File: config.mk
export PLATFORM = sky130hd
export DESIGN_NAME = cle_sram_arb
export DESIGN_NICKNAME = d
export VERILOG_FILES = /design/src/rtl/cle_pkg.sv /design/src/rtl/cle_sram_arb.sv
export SDC_FILE = /design/constraint.sdc
export NUM_CORES = 1
export LEC_CHECK = 0
export ABC_AREA = 0
export CAP_MARGIN = 10
export CORE_AREA = 5 5 63 65
export CTS_CLUSTER_DIAMETER = 50
export DETAILED_ROUTE_END_ITERATION = 16
export DIE_AREA = 0 0 68 70
export PLACE_DENSITY = 0.88
export SLEW_MARGIN = 20
export SYNTH_ARGS = -nofsm -noshare
export SYNTH_HDL_FRONTEND = slang
export SYNTH_SLANG_ARGS = --single-unit
File: constraint.sdc
create_clock -name clk -period 2.2 [get_ports clk]
set_clock_uncertainty 0.05 [all_clocks]
set_input_delay 0.44 -clock clk [delete_from_list [all_inputs] [get_ports clk]]
set_output_delay 0.44 -clock clk [all_outputs]
set_load 0.1 [all_outputs]
File: src/rtl/cle_pkg.sv
// rtl/cle_pkg.sv - shared widths and read-owner tags for the label SRAM path
package cle_pkg;

  localparam int CLE_AW = 10;
  localparam int CLE_DW = 8;

  typedef enum logic [1:0] {
    OWN_NONE = 2'd0,
    OWN_ENG  = 2'd1,
    OWN_HOST = 2'd2
  } owner_e;

endpackage

File: src/rtl/cle_sram_arb.sv
// rtl/cle_sram_arb.sv - engine-priority arbiter for the label SRAM with host starvation override
module cle_sram_arb
  import cle_pkg::*;
#(
  parameter int AW         = CLE_AW,
  parameter int DW         = CLE_DW,
  parameter int STARVE_MAX = 8
) (
  input  logic          clk,
  input  logic          reset,
  input  logic          eng_req,
  input  logic          eng_wen,
  input  logic          eng_lock,
  input  logic [AW-1:0] eng_a,
  input  logic [DW-1:0] eng_d,
  output logic          eng_gnt,
  output logic [DW-1:0] eng_q,
  output logic          eng_qv,
  input  logic          host_req,
  input  logic          host_wen,
  input  logic [AW-1:0] host_a,
  input  logic [DW-1:0] host_d,
  output logic          host_gnt,
  output logic [DW-1:0] host_q,
  output logic          host_qv,
  output logic [AW-1:0] sram_a,
  output logic [DW-1:0] sram_d,
  output logic          sram_wen,
  input  logic [DW-1:0] sram_q
);

  localparam int CW = $clog2(STARVE_MAX + 1);
  localparam logic [CW-1:0] STARVE_LIM = CW'(STARVE_MAX);

  logic [CW-1:0] starve_cnt_q, starve_cnt_d;
  owner_e        rd_owner_q, rd_owner_d;
  logic          force_host;

  // Grants are held low during reset so nothing reaches the macro.
  always_comb begin
    force_host = host_req && (starve_cnt_q == STARVE_LIM) && !(eng_req && eng_lock);
    host_gnt   = !reset && host_req && (!eng_req || force_host);
    eng_gnt    = !reset && eng_req && !host_gnt;
  end

  always_comb begin
    sram_a   = '0;
    sram_d   = '0;
    sram_wen = 1'b1;
    if (eng_gnt) begin
      sram_a   = eng_a;
      sram_d   = eng_d;
      sram_wen = eng_wen;
    end else if (host_gnt) begin
      sram_a   = host_a;
      sram_d   = host_d;
      sram_wen = host_wen;
    end
  end

  always_comb begin
    starve_cnt_d = starve_cnt_q;
    if (!host_req || host_gnt) begin
      starve_cnt_d = '0;
    end else if (starve_cnt_q != STARVE_LIM) begin
      starve_cnt_d = starve_cnt_q + CW'(1);
    end

    rd_owner_d = OWN_NONE;
    if (eng_gnt && eng_wen) begin
      rd_owner_d = OWN_ENG;
    end else if (host_gnt && host_wen) begin
      rd_owner_d = OWN_HOST;
    end
  end

  always_ff @(posedge clk or posedge reset) begin
    if (reset) begin
      starve_cnt_q <= '0;
      rd_owner_q   <= OWN_NONE;
    end else begin
      starve_cnt_q <= starve_cnt_d;
      rd_owner_q   <= rd_owner_d;
    end
  end

  // Read data is a straight passthrough; only the valids are steered.
  assign eng_q   = sram_q;
  assign host_q  = sram_q;
  assign eng_qv  = (rd_owner_q == OWN_ENG);
  assign host_qv = (rd_owner_q == OWN_HOST);

endmodule

-- After elaboration in Yosys (flattened, before gate mapping)
Cells that the tools add are included.
- output and inout port bits: 39
- input port bits: 51
- register bits: 6
- reduce and logical (&&, ||, !) cells: 17
- mux-type cells: 10
- $add $sub $neg: 1
- equality and inequality tests: 4
- operator list (kind ; count):
    $mux W10 ; 2
    $mux W8 ; 2
    $logic_and A1 B1 Y1 ; 9
    $mux W4 ; 2
    $logic_not A1 Y1 ; 5
    $add A4 B1 Y4 const B ; 1
    $eq A4 B4 Y1 const B ; 1
    $mux W2 ; 2
    $ne A4 B4 Y1 const B ; 1
    $eq A2 B1 Y1 const B ; 1
    $eq A2 B2 Y1 const B ; 1
    $logic_or A1 B1 Y1 ; 2
    $mux W1 ; 2
    $reduce_bool A2 Y1 ; 1

-- Logic depth before layout (Yosys ltp)
Gate-level depths: netlist of the first run.
- depth in word-level cells: 9
- depth in mapped cells: 6
- mapped depth without buffers: 5

-- Worst setup path after synthesis of the first run
Ideal clock, no wire load.
- path type: register to output
- start: reg starve_cnt_q[0]
- end: out sram_a[0]
- stages on the path, launching flop included: 7
- setup slack: -0.620 ns
- data required time: 1.710 ns
- arrival: 2.330 ns
- cell sequence: dfrtp_1 inv_1 ha_1 and4bb_1 o21ai_2 buf_6 o32ai_2
- longest elaborated chain between the ends: 8
- elaborated cells between the ends (all ways): 9
- classes of those cells: 1 x eq/ne; 2 x mux; 6 x reduce/logical
- ends and longest elaborated chain (what ; RTL line ; source):
    start, declared ; cle_sram_arb.sv:35 ; logic [CW-1:0] starve_cnt_q, starve_cnt_d;
    start signal, assigned ; cle_sram_arb.sv:82 ; starve_cnt_q <= starve_cnt_d;
    $eq A4 B4 Y1 (*) ; cle_sram_arb.sv:41 ; force_host = host_req && (starve_cnt_q == STARVE_LIM) && !(eng_req && eng_lock);
    $logic_and A1 B1 Y1 (*) (2 in a row) ; cle_sram_arb.sv:41 ;
    $logic_or A1 B1 Y1 (*) ; cle_sram_arb.sv:42 ; host_gnt = !reset && host_req && (!eng_req || force_host);
    $logic_and A1 B1 Y1 (*) ; cle_sram_arb.sv:42 ;
    $logic_not A1 Y1 ; cle_sram_arb.sv:43 ; eng_gnt = !reset && eng_req && !host_gnt;
    $logic_and A1 B1 Y1 ; cle_sram_arb.sv:43 ;
    $mux W10 (*) ; cle_sram_arb.sv:50 ; if (eng_gnt) begin
    end, declared ; cle_sram_arb.sv:26 ; output logic [AW-1:0] sram_a,
Every way passes the cells marked *; elsewhere a longest branch is shown, timed or not.

-- Worst setup path in the final report of the first run
- start: reg starve_cnt_q[1]
- end: out sram_d[7]
- longest elaborated chain between the ends: 8
- elaborated cells between the ends (all ways): 9
- classes of those cells: 1 x eq/ne; 2 x mux; 6 x reduce/logical
- ends and longest elaborated chain (what ; RTL line ; source):
    $eq A4 B4 Y1 (*) ; cle_sram_arb.sv:41 ;
    $logic_and A1 B1 Y1 (*) (2 in a row) ; cle_sram_arb.sv:41 ;
    $logic_or A1 B1 Y1 (*) ; cle_sram_arb.sv:42 ;
    $logic_and A1 B1 Y1 (*) ; cle_sram_arb.sv:42 ;
    $logic_not A1 Y1 ; cle_sram_arb.sv:43 ;
    $logic_and A1 B1 Y1 ; cle_sram_arb.sv:43 ;
    $mux W8 (*) ; cle_sram_arb.sv:50 ;
    end, declared ; cle_sram_arb.sv:27 ; output logic [DW-1:0] sram_d,
Marked as above.

==> results of run 1 <==
==> layout by cell type (no fill, tap or decap), types with 2 or more instances in the layout <==
cell type,count
sky130_fd_sc_hd__nor2b_1,2
sky130_fd_sc_hd__o21ai_4,2
sky130_fd_sc_hd__nor2_1,2
sky130_fd_sc_hd__o21ai_0,2
sky130_fd_sc_hd__buf_4,17
sky130_fd_sc_hd__buf_12,26
sky130_fd_sc_hd__xnor2_1,2
sky130_fd_sc_hd__nand2_1,19
sky130_fd_sc_hd__nor3b_2,2
sky130_fd_sc_hd__dfrtp_1,6
sky130_fd_sc_hd__clkbuf_4,3
sky130_fd_sc_hd__inv_1,21
sky130_fd_sc_hd__clkdlybuf4s50_1,40
sky130_fd_sc_hd__nor2_4,2
sky130_fd_sc_hd__o32ai_4,18
==> cell type report <==
| cell class | count | area [µm²] | area share |
|---|---|---|---|
| clock buffers | 3 | 22.5 | 0.0102 |
| inverters | 22 | 82.6 | 0.0373 |
| multi-input cells | 65 | 816 | 0.368 |
| flip-flops and latches | 6 | 150 | 0.0678 |
| well taps | 46 | 57.6 | 0.0260 |
| repair buffers | 86 | 1090 | 0.491 |
==> through the flow <==
step                hold slack, ns   util  setup WS, ns
detailed placement           0.517  0.640        -0.268
floorplan                    0.447      -        -0.192
finish                       0.411  0.675        -0.163
global route                 0.438  0.675        -0.251
CTS                          0.405  0.671        -0.189
global placement             0.503  0.640        -0.222
==> routing by layer <==
metal  track usage  vias to the layer above
met5             0                        -
met4        0.0309                        0
met3        0.0545                        7
met2         0.284                       48
met1         0.139                      488
li1              -                      521
==> sequential cells by signal (all words and copies together) (netlist names) <==
signal,flops
starve_cnt_q,4
rd_owner_q,2
==> report_power, final <==
group	leakage, nW	total, W	switching, W	internal [W]
Clock	0.0138	0.000104	0.0000417	0.0000618
Combinational	0.794	0.000573	0.000324	0.000250
Sequential	0.0813	0.000118	0.00000263	0.000115
==> kinds of logic after synthesis <==
logic type / synth area share
flops: 0.151
fa+ha+maj: 0.0251
xor+xnor: 0.0176
compound gates: 0.363
simple gates: 0.177
buf+inv: 0.267
==> worst max-delay path, stage by stage (launching register included) <==
cell and delay [ns]:
sky130_fd_sc_hd__dfrtp_1 0.38, sky130_fd_sc_hd__inv_1 0.06, sky130_fd_sc_hd__ha_2 0.17, sky130_fd_sc_hd__and4bb_2 0.28
sky130_fd_sc_hd__o21ai_4 0.10, sky130_fd_sc_hd__clkbuf_16 0.18, sky130_fd_sc_hd__o32ai_4 0.24, sky130_fd_sc_hd__buf_12 0.21
==> worst max-delay path by stage <==
stage / start / end / slack (ns) / depth (start not counted)
finish: starve_cnt_q[1]$_DFFE_PP0P_ / sram_d[7] / -0.16 / 7
global route: starve_cnt_q[1]$_DFFE_PP0P_ / sram_wen / -0.25 / 7
CTS: starve_cnt_q[0]$_DFFE_PP0P_ / sram_a[1] / -0.19 / 7
detailed placement: eng_lock / sram_d[4] / -0.27 / 6
global placement: eng_lock / sram_d[4] / -0.22 / 6
floorplan: starve_cnt_q[0]$_DFFE_PP0P_ / sram_a[0] / -0.19 / 6
==> timing repair <==
item                       4_1_cts  5_1_grt
pin swaps                        2        1
gates cloned                     2        0
setup endpoints to repair       21       21
resized for setup                5        1
buffers inserted                 3        4
==> out/qor.log, run 1 <==
qor: placed_design.portBuffers 65
qor: die.coreArea 3280 µm²
qor: finish.number_of_fill_cells 251
qor: yosys.post_synth_main_area_contributors sky130_fd_sc_hd__o32ai_2 29%, sky130_fd_sc_hd__dfrtp_1 15%, sky130_fd_sc_hd__buf_4 12%, sky130_fd_sc_hd__inv_1 7.9%, sky130_fd_sc_hd__nand2_1 7.2%
qor: power.leakage 0.889 nW
qor: placed_design.finalWeightedCongestion 0.784
qor: route.vias_per_cell 4.67
qor: critical_path.rr_endpoint rd_owner_q[0]$_DFF_PP0_
qor: sta.finalSetupViolations 21
qor: critical_path.worstReg2RegStart starve_cnt_q[1]$_DFFE_PP0P_
qor: sta.report.final.hold_viol_count 0
qor: critical_path.crit_fanout 5
qor: critical_path.worst-endpoint-required 1.71 ns
qor: global_routing.grt_antenna_before_repair 0
qor: route.postRouteWirelength 3500 µm
qor: worst_hold_path.worstHoldPathType primary input to async pin
qor: cts.path_clk_slew 0.05 ns
qor: route.met1_length 1150 µm
qor: die.start_util 0.304
qor: finish.layoutNonFillerInstCount 228
qor: yosys.synth.most_common_cell sky130_fd_sc_hd__inv_1
qor: sta.period_needed 2.36 ns
qor: sta.timing_max_transition_violations_final 0
qor: power.total_power 0.000795 W
qor: global_routing.global_route_wire_length_before_repair 5310 µm
qor: route.met3RoutedLength 430 µm
qor: yosys.syn-instance-count 117
qor: route.maxUsedRoutingLayer met4
qor: cts.clock-root-buffer sky130_fd_sc_hd__clkbuf_4
qor: die.rows 21
qor: finish.layout-area-overhead-vs-synth 122%
qor: die.io_pins 90
qor: yosys.synth_top_area_cell sky130_fd_sc_hd__o32ai_2
qor: status.run_status complete, but fails checks
qor: sta.worst-slew-pin-transition 0.342 ns
qor: global_routing.grtUsageTotal 0.146
qor: status.violations setup timing
qor: yosys.postSynthAreaPerCell 8.52 µm²
qor: route.dr.first_iter.drc_count 15
qor: yosys.ys.flop_type sky130_fd_sc_hd__dfrtp_1
qor: die.chipWidth 68 µm
qor: placed_design.place_area 2100 µm²
qor: yosys.yosys-top-cells-count 21 x sky130_fd_sc_hd__inv_1, 19 x sky130_fd_sc_hd__nand2_1, 18 x sky130_fd_sc_hd__o32ai_2
qor: critical_path.cp.arrival 1.87 ns
qor: route.drtPass1Iterations 4
qor: sta.fin_crit_sh 1.07
qor: sta.relative_max_transition_margin 0.770
qor: yosys.synth_cell_types 28
qor: yosys.async_flop_share 1.00
qor: placed_design.hpwlAfterDp 2830 µm
qor: global_routing.first_global_vias 1132
qor: die.dieHeight 70 µm
qor: global_routing.pin_count_of_the_biggest_net_entering_global_routing 15
qor: yosys.synth_seq_area_share 0.151
qor: yosys.post_synth_instance_area 997 µm²
qor: cts.hold_buffers 0
qor: yosys.synth.top_cell.area_share 0.294
qor: critical_path.critPathLaunchType flip-flop
qor: die.die_footprint 4760 µm²
qor: critical_path.ff2ff_path_depth 7
qor: critical_path.end_kind primary output
qor: cts.clock_insertion_delay_at_the_later_pin_of_the_skew_report 0.25 ns
qor: sta.fmax 423 MHz
qor: yosys.synth_nets 170
qor: power.worst_ir_drop_vdd 0.346 mV
qor: cts.tritoncts_num_sinks 6
qor: placed_design.dp_cells 217
qor: route.wl_met2 1890 µm
qor: route.drc_errors 0
qor: yosys.yosys_warnings 0
qor: power.power.density_cell_area 359 nW/µm²
qor: yosys.synth_enable_flop_cells 0
qor: finish.finish.instance_area 2220 µm²
qor: sta.post-route-worst-setup-slack -0.163 ns
qor: cts.cts_tree built
qor: job.max-cap-violations 0
qor: sta.grt_setup_unrepaired yes
qor: route.detailroute.via_count 1064
qor: sta.tns -2.97 ns
qor: route.post_route_ant_nets 0
qor: finish.final_nets 237
qor: finish.n_antenna_cell 0
qor: cts.cts_buffer_depth 2
qor: yosys.synth_seq_cells 6
qor: cts.cts_inserted_buffers 3
qor: critical_path.ff2ff_setup_slack 0.63 ns
qor: cts.cts-htree-levels 1
qor: route.routedWlPerCell 15.3 µm
qor: critical_path.path_class flip-flop to primary output
qor: global_routing.globalRouteOverflowTotal 0
qor: finish.drive_gt1_frac 0.423
Note: power is estimated with default switching activity, not from simulation.
==> run 2, diff against run 1 <==
--- a/config.mk
+++ b/config.mk
@@ -8,7 +8,7 @@
 export ABC_AREA = 0
 export CAP_MARGIN = 10
 export CORE_AREA = 5 5 63 65
-export CTS_CLUSTER_DIAMETER = 50
+export CTS_CLUSTER_DIAMETER = 60
 export DETAILED_ROUTE_END_ITERATION = 16
 export DIE_AREA = 0 0 68 70
 export PLACE_DENSITY = 0.88
==> results of run 2 <==
No change in the layout: final DEF, timing and power equal those of run 1.
